$ cat config.mk
export PLATFORM = sky130hd
export DESIGN_NAME = fetch_queue
export DESIGN_NICKNAME = d
export VERILOG_FILES = /design/src/rtl/fetch_queue.sv
export SDC_FILE = /design/constraint.sdc
export NUM_CORES = 1
export LEC_CHECK = 0
export ABC_AREA = 1
export CORE_ASPECT_RATIO = 1.5
export CORE_MARGIN = 5
export CORE_UTILIZATION = 25
export CTS_CLUSTER_SIZE = 8
export DETAILED_ROUTE_END_ITERATION = 8
export MAX_ROUTING_LAYER = met4
export PLACE_DENSITY = 0.51
export SLEW_MARGIN = 20
export SYNTH_ARGS = -nofsm -noshare
export SYNTH_HDL_FRONTEND = slang
export SYNTH_SLANG_ARGS = --single-unit
$ cat constraint.sdc
create_clock -name clk -period 19.3 [get_ports clk]
set_input_delay 1.93 -clock clk [delete_from_list [all_inputs] [get_ports clk]]
set_output_delay 1.93 -clock clk [all_outputs]
set_load 0.01 [all_outputs]
$ cat src/rtl/fetch_queue.sv
// ---------------------------------------------------------------------------
// fetch_queue
//
// Instruction fetch buffer sitting directly behind the instruction cache.
// The cache delivers one 8-byte-aligned fetch group per cycle: two instruction
// words with 2-bit predecode tags and a per-slot valid mask. The valid slots
// are packed in order into a circular queue. The queue presents up to two
// in-order instructions per cycle to decode. A flush discards everything
// queued, for use on a branch redirect or an exception.
//
// Parameters
//   DEPTH   number of queue entries (power of 2, >= 4)
//
// Ports
//   clk            rising-edge clock
//   resetn         asynchronous active-low reset
//   flush          discard all queued entries; has priority over enq/deq
//   in_valid       fetch group present
//   in_ready       at least two free entries
//   in_pc          address of slot 0, bits [2:0] are zero
//   in_instr       slot0 = [31:0], slot1 = [63:32]
//   in_predecode   slot0 = [1:0], slot1 = [3:2]
//                  (00 normal, 01 branch, 10 return, 11 call)
//   in_mask        per-slot valid; 2'b10 for a fetch that started at pc+4
//   out_valid      issue slots valid: 00, 01 or 11
//   out_pc0/1      PC of issue slot 0/1
//   out_instr0/1   instruction of issue slot 0/1
//   out_pred0/1    predecode of issue slot 0/1
//   out_accept     decode consumes slots: 00, 01 or 11, within out_valid
//
// Build options
//   FQ_BRANCH_PAIR_EN  when defined, a control-transfer instruction is never
//                      issued without its delay slot
//                      (when undefined, out_valid follows count only)
// ---------------------------------------------------------------------------
module fetch_queue #(
    parameter int DEPTH = 8
) (
    input  logic        clk,
    input  logic        resetn,
    input  logic        flush,

    input  logic        in_valid,
    output logic        in_ready,
    input  logic [31:0] in_pc,
    input  logic [63:0] in_instr,
    input  logic [3:0]  in_predecode,
    input  logic [1:0]  in_mask,

    output logic [1:0]  out_valid,
    output logic [31:0] out_pc0,
    output logic [31:0] out_pc1,
    output logic [31:0] out_instr0,
    output logic [31:0] out_instr1,
    output logic [1:0]  out_pred0,
    output logic [1:0]  out_pred1,
    input  logic [1:0]  out_accept
);

    localparam int PTR_W = $clog2(DEPTH);

    localparam logic [PTR_W:0]   CNT_ONE   = (PTR_W+1)'(1);
    localparam logic [PTR_W:0]   CNT_TWO   = (PTR_W+1)'(2);
    localparam logic [PTR_W:0]   READY_MAX = (PTR_W+1)'(DEPTH - 2);
    localparam logic [PTR_W-1:0] PTR_ONE   = PTR_W'(1);

    // ------------------------------------------------------------------
    // State
    // ------------------------------------------------------------------
    logic [PTR_W-1:0] head_q, head_d;
    logic [PTR_W-1:0] tail_q, tail_d;
    logic [PTR_W:0]   count_q, count_d;

    logic [31:0] pc_mem    [DEPTH];
    logic [31:0] instr_mem [DEPTH];
    logic [1:0]  pred_mem  [DEPTH];

    // ------------------------------------------------------------------
    // Derived pointers and handshakes
    // ------------------------------------------------------------------
    logic [PTR_W-1:0] head_p1;
    logic [PTR_W-1:0] tail_p1;
    logic             enq_fire;
    logic [PTR_W:0]   n_in;
    logic [PTR_W:0]   n_out;
    logic [1:0]       accept_eff;

    assign head_p1 = head_q + PTR_ONE;
    assign tail_p1 = tail_q + PTR_ONE;

    // Independent of the same-cycle dequeue so the cache-side handshake does
    // not sit behind the decode stall path.
    assign in_ready = (count_q <= READY_MAX);
    assign enq_fire = in_valid && in_ready;

    assign n_in = enq_fire ? ({{PTR_W{1'b0}}, in_mask[0]} + {{PTR_W{1'b0}}, in_mask[1]})
                           : '0;

    // Decode can never take more than is offered, even if it misbehaves.
    assign accept_eff = out_accept & out_valid;
    assign n_out      = {{PTR_W{1'b0}}, accept_eff[0]} + {{PTR_W{1'b0}}, accept_eff[1]};

    // ------------------------------------------------------------------
    // Issue-slot view
    // ------------------------------------------------------------------
    always_comb begin
        out_valid = 2'b00;
        if (count_q >= CNT_TWO) begin
            out_valid = 2'b11;
        end else if (count_q == CNT_ONE) begin
            out_valid = 2'b01;
        end
`ifdef FQ_BRANCH_PAIR_EN
        // A branch in slot 1 would be split from its delay slot: hold it back
        // so it reaches slot 0 next cycle. A lone branch at head waits for
        // its delay slot to arrive.
        if ((count_q >= CNT_TWO) && (pred_mem[head_p1] != 2'b00)) begin
            out_valid = 2'b01;
        end else if ((count_q == CNT_ONE) && (pred_mem[head_q] != 2'b00)) begin
            out_valid = 2'b00;
        end
`endif
    end

    assign out_pc0    = pc_mem[head_q];
    assign out_instr0 = instr_mem[head_q];
    assign out_pred0  = pred_mem[head_q];
    assign out_pc1    = pc_mem[head_p1];
    assign out_instr1 = instr_mem[head_p1];
    assign out_pred1  = pred_mem[head_p1];

    // ------------------------------------------------------------------
    // Pointer / count next state
    // ------------------------------------------------------------------
    always_comb begin
        head_d  = head_q;
        tail_d  = tail_q;
        count_d = count_q;
        if (flush) begin
            head_d  = '0;
            tail_d  = '0;
            count_d = '0;
        end else begin
            head_d  = head_q + n_out[PTR_W-1:0];
            tail_d  = tail_q + n_in[PTR_W-1:0];
            count_d = count_q + n_in - n_out;
        end
    end

    always_ff @(posedge clk or negedge resetn) begin
        if (!resetn) begin
            head_q  <= '0;
            tail_q  <= '0;
            count_q <= '0;
        end else begin
            head_q  <= head_d;
            tail_q  <= tail_d;
            count_q <= count_d;
        end
    end

    // ------------------------------------------------------------------
    // Entry storage (not reset; occupancy is tracked by count)
    // Valid slots are packed at tail, slot 0 first; a lone slot 1 lands
    // at tail itself.
    // ------------------------------------------------------------------
    always_ff @(posedge clk) begin
        if (enq_fire && !flush) begin
            unique case (in_mask)
                2'b01: begin
                    pc_mem[tail_q]    <= in_pc;
                    instr_mem[tail_q] <= in_instr[31:0];
                    pred_mem[tail_q]  <= in_predecode[1:0];
                end
                2'b10: begin
                    pc_mem[tail_q]    <= in_pc + 32'd4;
                    instr_mem[tail_q] <= in_instr[63:32];
                    pred_mem[tail_q]  <= in_predecode[3:2];
                end
                2'b11: begin
                    pc_mem[tail_q]     <= in_pc;
                    instr_mem[tail_q]  <= in_instr[31:0];
                    pred_mem[tail_q]   <= in_predecode[1:0];
                    pc_mem[tail_p1]    <= in_pc + 32'd4;
                    instr_mem[tail_p1] <= in_instr[63:32];
                    pred_mem[tail_p1]  <= in_predecode[3:2];
                end
                default: ;
            endcase
        end
    end

`ifdef SIMULATION
    // Decode may only take a prefix of what is offered.
    accept_legal_a: assert property (@(posedge clk) disable iff (!resetn)
        ((out_accept & ~out_valid) == 2'b00) && (out_accept != 2'b10));
`endif

endmodule

* Word-level counts from Yosys, hierarchy flattened
Memory sizes are Yosys's and may differ from the RTL's.
Cells that the tools add are included.
Widths: inputs -> output; s select.
** Word-level totals
- Register bits :: 10
- RAM bits :: 528
- Input port bits :: 108
- Output and inout bits :: 135
- Logic and storage cells :: 52
- Memories :: 3
** Memories
- instr_mem :: words 8, width 32, rd ports 2, clocked after Yosys merged registers in 0, write ports 2, line 75 : logic [31:0] instr_mem [DEPTH];
- pc_mem :: words 8, width 32, rd ports 2, clocked after Yosys merged registers in 0, write ports 2, line 74 : logic [31:0] pc_mem [DEPTH];
- pred_mem :: words 8, width 2, rd ports 2, clocked after Yosys merged registers in 0, write ports 2, line 76 : logic [1:0] pred_mem [DEPTH];
** Operators by class
- Add/sub/neg operators :: 9
- $lt $le $gt $ge :: 2
- Equality and inequality tests :: 4
- Mux-type cells :: 21
- Bitwise operators :: 7
- Reduce and logical (&&, ||, !) cells :: 3
** Operators by type and width (count)
- $mux 32 :: 4
- $add 32x3->32 const B :: 1
- $mux 1 :: 10
- $mux 2 :: 4
- $add 3x1->3 const B :: 2
- $add 3x2->3 :: 2
- $mux 3 :: 2
- $or 1x1->1 :: 6
- $add 1x1->2 :: 2
- $add 4x2->4 :: 1
- $eq 2x2->1 const B :: 2
- $eq 4x1->1 const B :: 1
- $ge 4x2->1 const B :: 1
- $le 4x3->1 const B :: 1
- $mux 4 :: 1
- $sub 4x2->4 :: 1
- $and 2x2->2 :: 1
- $eq 2x1->1 const B :: 1
- $logic_and 1x1->1 :: 2
- $logic_not 1->1 :: 1

* Logic depth before layout (Yosys ltp)
Gate-level depths: netlist (run 1).
- Depth in word-level cells :: 7
- Depth in mapped cells :: 15
- Mapped depth without buffers :: 15

* Least setup slack after synthesis (run 1)
Ideal clock, no wire load.
- Path type :: in2reg
- Start point :: input port flush
- End point :: memory instr_mem[2][0], enable pin
- Arrival :: 7.337 ns
- Setup slack :: 11.375 ns
- Stages on the path :: 4
- Buffers on the path :: 1
- Path through :: clkbuf_1 -> nor2_4 -> nand2_1 -> o31ai_1
** RTL lines
- from (decl) :: line 41 : input logic flush,
- to (decl) :: line 75

* Final worst setup path (run 1)
- Start point :: register head_q[0]
- End point :: output port out_pc0[11]
** On the way
- Longest elaborated chain between the ends :: 1
** Ends and longest elaborated chain
- from (decl) :: line 70 : logic [PTR_W-1:0] head_q, head_d;
- from (signal assigned) :: line 152 : head_q <= '0;
- from (signal assigned) :: line 156 : head_q <= head_d;
- $mem_v2 8x32
- to (decl) :: line 51 : output logic [31:0] out_pc0,
Every way passes these cells.

==> run_results.csv, run 1 <==
group,metric,value,unit
timing,maxSlewViolCount,0,
cts,cts_htree_levels,3,
synth,yosysTopAreaCellShare,0.473,
grt,grt_use_total,0.198,
layout,area_delta_synth_final,17.2,%
cts,clk_pin_slew_worst_paths,60,ps
cts,cts_buffers,78,
floorplan,core_area,133000,µm²
cts,clk_latency,660,ps
synth,ys_async_sr_fraction,0.0186,
synth,ys_types,37,
status,status,"finished clean",
power,ir_worst_vdd,0.0701,mV
grt,antenna_found_initial,5,
timing,setup_viol_count_final,0,
routing,drtAntennaViolNets,0,
placement,dp_slack,12840,ps
timing,fin_ws,12060,ps
power,p_per_area,121,nW/µm²
setup_path,path_max_fanout,110,
setup_path,cp.arrival,5310,ps
power,power.sequential.fraction,0.287,
floorplan,die_w,309,µm
synth,synth_edf_count,528,
grt,grt_max_degree,133,
floorplan,io_pins,243,
timing,setup_tns,0,ps
routing,viasPerCell,5.16,
cts,clk_path_buf_depth,3,
routing,firstDrtPassIters,6,
timing,worstMarginPinSlew,1230,ps
synth,synth_top_area_cell,"edfxtp_1",
power,power_frac_clock,0.265,
timing,fin_crit,7240,ps
synth,ys_ff_latch,538,
cts,cts_setup_buffers,0,
cts,cts_hold_buf,0,
timing,finalHoldViolations,0,
routing,dr.first_iter.drc_count,2949,
routing,routed_wl,142,mm
power,p_int,2.85,mW
flow_run,maxCapViolations,0,
cts,cts_tree,"done",
grt,grt_overflow,0,
routing,routed-via-count,31600,
routing,avgRoutedWirePerCell,23.2,µm
routing,drcViolationCount,0,
floorplan,die_h,459,µm
synth,netlist_area,33500,µm²
floorplan,rows,164,
placement,place.gp.congestion,0.859,
setup_path,required,17370,ps
power,p_sw_frac,0.403,
worst_hold_path,hp-class,"reg -> reg",
synth,synth_area_leaders,"edfxtp_1, o21ai_0, nand2_1, a21oi_1, nand3_1",
cts,clkSinkCount,538,
timing,grt_setup_unrepaired,"false",
floorplan,initial_core_util,0.251,
synth,synth_cells,4341,
setup_path,crit_type,"reg -> out",
timing,min_period_over_period,0.375,
placement,dp_hpwl,84.1,mm
placement,io_buffers,242,
grt,grt_pass1_wl,203,mm
layout,fill_cells,14100,
floorplan,die_area,142000,µm²
synth,ys_seq_area_frac,0.480,
cts,cts_resized,0,
grt,grt_pass1_vias,29900,
layout,drive_gt1_frac,0.0498,
power,combPwrFrac,0.448,
timing,slew_headroom,0.177,
timing,finClkSkew,21.4,ps
setup_path,end_kind,"output port",
synth,ys_warn_count,0,
layout,final_nets,4486,
timing,fmax,138,MHz
synth,synth_top_flop_cell,"edfxtp_1",
setup_path,cp-start-kind,"flip-flop",
power,p_leak,14.1,nW
synth,syn-num-nets,4469,
cts,cts_root_buf,"clkbuf_16",
power,p_switching,1.92,mW
synth,syn_avg_cell_area,7.73,µm²
[worst max-delay path, cell delays in order (launching register included)]
cell and delay, ps:
dfrtp_4 750, buf_4 620, buf_4 860, buf_4 870, o21ai_0 180, o21ai_0 220
a21oi_1 60, a31oi_1 320, clkdlybuf4s50_1 600
[per-stage QoR]
stage	std cells	hold WS [ps]	util	area, µm²	total power [mW]
final	6122	566	0.295	39300	4.77
after global placement	6021	554	0.279	37200	3.53
after CTS	6118	568	0.295	39300	4.82
after detailed placement	6021	560	0.279	37200	3.54
after global routing	6120	620	0.295	39300	5.04
after floorplan	4341	498	-	33500	2.56
[synthesized netlist by cell type, types with 24 or more instances]
master	instances
o21ai_0	857
clkbuf_1	204
edfxtp_1	528
nand2_1	1029
buf_2	114
o21ai_1	34
o211ai_1	66
inv_1	317
nand3_1	250
nor2_1	326
buf_1	24
a21oi_1	334
a31oi_1	132
[logic make-up (layout without fill, tap and decap cells)]
logic type,count (synthesis),after routing,share of synthesized area
compound gates,1453,1453,0.230
flops,538,538,0.480
xor+xnor,10,10,0.00306
buf+inv,684,718,0.0826
fa+ha+maj,20,20,0.00836
other cells,0,4,0
simple gates,1636,1636,0.196
[per-layer routing]
| layer | vias to the layer above | wire [µm] | GRT usage |
|---|---|---|---|
| met5 | - | 0 | - |
| met4 | 0 | 6230 | 0.0833 |
| met3 | 311 | 8120 | 0.0217 |
| met2 | 1218 | 72900 | 0.354 |
| met1 | 15100 | 54500 | 0.225 |
| li1 | 14900 | - | - |
[area by class of cell]
class | count | area, µm² | share of cell area
tap | 1743 | 2180 | 0.0555
clock inverter | 8 | 58.8 | 0.00150
antenna | 4 | 10.0 | 0.000255
sequential | 538 | 16100 | 0.410
inverter | 321 | 1230 | 0.0312
timing repair buffer | 300 | 2870 | 0.0731
multi-input combinational | 3119 | 14800 | 0.377
clock buffer | 89 | 2040 | 0.0518
[path summary, 6_finish.rpt]
check,from,to,slack (ps),depth (start not counted)
worst min register to register,tail_q[2],tail_q[2],570,1
min in group asynchronous,resetn,tail_q[2],1670,1
max in group asynchronous,resetn,head_q[1],17180,1
worst max-delay path,head_q[0],out_pc0[11],12060,8
worst max register to register,tail_q[0],instr_mem[2][5],14870,12
worst min-delay path,tail_q[2],tail_q[2],570,1
[layout by cell type (no fill, tap or decap), types with 6 or more instances in the layout]
cell | Yosys | layout
nand3_2 | 6 | 6
buf_4 | 9 | 56
nand2_2 | 15 | 14
a21oi_1 | 334 | 334
xor2_1 | 8 | 7
clkbuf_1 | 204 | 9
o21ai_2 | 20 | 20
a31oi_1 | 132 | 132
o21ai_0 | 857 | 855
nand3_1 | 250 | 250
o211ai_1 | 66 | 66
clkinv_2 | 0 | 7
clkbuf_16 | 0 | 80
dfrtp_1 | 10 | 7
o21ai_1 | 34 | 34
inv_1 | 317 | 307
clkdlybuf4s50_1 | 0 | 242
ha_1 | 16 | 15
nand2_1 | 1029 | 1029
edfxtp_1 | 528 | 528
o31ai_4 | 0 | 6
nor2_1 | 326 | 326
[registers in the layout, summed over array words and instances, names as in the netlist]
signal / cells
head_q: 3
pc_mem: 256
count_q: 4
instr_mem: 256
tail_q: 3
pred_mem: 16
[power groups by stage]
stage / registers [mW] / clock network [mW] / logic, mW
2_1_floorplan: 1.37 / 0 / 1.18
3_3_place_gp: 1.39 / 0 / 2.14
3_5_place_dp: 1.39 / 0 / 2.15
4_1_cts: 1.37 / 1.29 / 2.16
5_1_grt: 1.37 / 1.34 / 2.33
6_report: 1.37 / 1.26 / 2.14
No activity file was read; power rests on OpenSTA's default activity.
==> run 2: changes to the inputs <==
PLACE_DENSITY = 0.52   (was 0.51)
clock period = 5.8 ns   (was 19.3 ns; I/O delays follow)
==> run 2 against run 1 <==
Effect of this change: clock-buffer cell count up 3; worst setup slack worse by 11000 ps; power rose to 3.3 times the previous value; die area unchanged; sequential cell count unchanged; sequential power rose to 3.3 times the previous value; sequential share of layout area down 0.25 points; worst hold slack worse by 260 ps; cell count up 0.20%; clock skew up 3.5 ps; via count up 0.42%; clock power rose to 3.3 times the previous value.
==> run_results.csv, run 2 (synthesized netlist as in run 1, its figures left out) <==
group,metric,value,unit
status,status,"finished clean",
timing,finalHoldViolations,0,
timing,min_period_over_period,0.862,
setup_path,crit_type,"reg -> out",
floorplan,initial_core_util,0.251,
setup_path,cp-start-kind,"flip-flop",
setup_path,crit_chain,"ha_4 > inv_4 > buf_12 > a21oi_1 > o21ai_0 > nand2_1 > nor2_1 > a31oi_1 > clkdlybuf4s50_1",
layout,drive_gt1_frac,0.0515,
grt,grt_pass1_wl,198,mm
worst_hold_path,hp-class,"in -> async",
layout,layout_common_cells,"nand2_1, o21ai_0, edfxtp_1",
power,power_frac_clock,0.265,
setup_path,rrSetupSlack,2300,ps
floorplan,io_pins,243,
power,ir_worst_vdd,0.278,mV
routing,drcViolationCount,0,
grt,grt_use_total,0.194,
setup_path,cpPeakStageDelay,660,ps
power,power.sequential.fraction,0.287,
power,p_sw_frac,0.405,
placement,dp_hpwl,85.1,mm
routing,avgRoutedWirePerCell,22.8,µm
grt,use_met2,0.333,
layout,final_common_cell,"nand2_1",
floorplan,die_area,142000,µm²
cts,cts_setup_buffers,0,
power,p_per_area,403,nW/µm²
placement,io_buffers,242,
layout,final_core_utilization,0.297,
cts,clk_path_buf_depth,3,
power,combPwrFrac,0.448,
routing,dr.first_iter.drc_count,2979,
grt,grt_max_degree,241,
layout,largest_registers,"instr_mem: 256 flops, pc_mem: 256 flops, pred_mem: 16 flops",
routing,firstDrtPassIters,6,
setup_path,cp_slowest_cell,"dfrtp_4",
floorplan,die_h,459,µm
layout,final_nets,4493,
floorplan,die_w,309,µm
timing,maxSlewViolCount,0,
timing,slew_headroom,0.228,
power,p_total,15.9,mW
cts,cts_buffers,77,
timing,fmax,200,MHz
cts,cts_htree_levels,3,
cts,clk_pin_slew_worst_paths,50,ps
setup_path,path_max_fanout,67,
timing,hold_ws,303,ps
setup_path,rr_endpoint,"instr_mem[1][24]",
floorplan,core_area,133000,µm²
grt,grt.met1_usage,0.219,
grt,gr-usage-met3,0.0318,
setup_path,required,5220,ps
layout,area_delta_synth_final,17.9,%
cts,cts_hold_buf,0,
power,p_switching,6.46,mW
setup_path,end_kind,"output port",
setup_path,cp.arrival,4420,ps
grt,antenna_found_initial,7,
routing,viasPerCell,5.17,
cts,clk_latency,660,ps
cts,cts_tree,"done",
routing,drtAntennaViolNets,0,
placement,place.gp.congestion,0.883,
timing,grt_setup_unrepaired,"false",
cts,cts_resized,0,
timing,finClkSkew,24.9,ps
timing,setup_viol_count_final,0,
routing,routed_wl,140,mm
timing,fin_crit,5000,ps
power,p_leak,14.2,nW
grt,grt_pass1_vias,29800,
grt,top_usage_layer,"met2",
power,p_int,9.48,mW
setup_path,reg2reg_depth,9,
timing,worstMarginPinSlew,1160,ps
setup_path,timing.rr.start,"count_q[3]",
cts,clkSinkCount,538,
cts,cts_root_buf,"clkbuf_16",
flow_run,maxCapViolations,0,
grt,grt_overflow,0,
routing,routed-via-count,31700,
floorplan,rows,164,
==> run 2: per-layer routing <==
metal | share of wire | wire (µm)
met5 | 0 | 0
met4 | 0.052 | 7270
met1 | 0.38 | 52600
met3 | 0.077 | 10700
met2 | 0.49 | 69100
==> run 2: per-stage QoR <==
stage	std cells	setup TNS, ps	setup slack, ps	cell area [µm²]
after CTS	6129	0	793	39500
after detailed placement	6029	0	1540	37400
after global placement	6029	0	1550	37400
after global routing	6134	0	669	39600
final	6134	0	799	39600
after floorplan	4341	-402670	-819	33500
==> run 2: worst max path at each step <==
| stage | from | to | slack (ps) | cells after the start |
|---|---|---|---|---|
| finish | head_q[0] | out_pc1[30] | 800 | 9 |
| CTS | head_q[0] | out_pc1[30] | 790 | 9 |
| global route | head_q[0] | out_instr1[4] | 670 | 9 |
| detailed placement | head_q[0] | out_pc1[30] | 1540 | 9 |
| global placement | head_q[0] | out_instr1[3] | 1550 | 9 |
| floorplan | count_q[3] | instr_mem[2][0] | -820 | 8 |
==> run 2: critical path: cells and delay by family (launching register included) <==
kind / cells / cell delay (ps)
compound gates: 3 / 650
simple gates: 2 / 120
fa+ha+maj: 1 / 640
flops: 1 / 660
buf+inv: 3 / 1530
==> run 2: power by group through the flow <==
| stage | Combinational, mW | Clock (mW) | Sequential, mW |
|---|---|---|---|
| 3_5_place_dp | 7.18 | 0 | 4.64 |
| 5_1_grt | 7.79 | 4.45 | 4.58 |
| 2_1_floorplan | 3.94 | 0 | 4.58 |
| 4_1_cts | 7.21 | 4.31 | 4.57 |
| 6_report | 7.15 | 4.22 | 4.57 |
| 3_3_place_gp | 7.15 | 0 | 4.64 |
==> run 2: cell type report <==
| type | count | area, µm² |
|---|---|---|
| multi-input cells | 3119 | 14800 |
| flip-flops and latches | 538 | 16100 |
| well taps | 1743 | 2180 |
| repair buffers | 308 | 3070 |
| fillers | 14100 | 93800 |
| diodes | 5 | 12.5 |
| inverters | 321 | 1230 |
| clock buffers | 92 | 1980 |
| clock inverters | 8 | 154 |
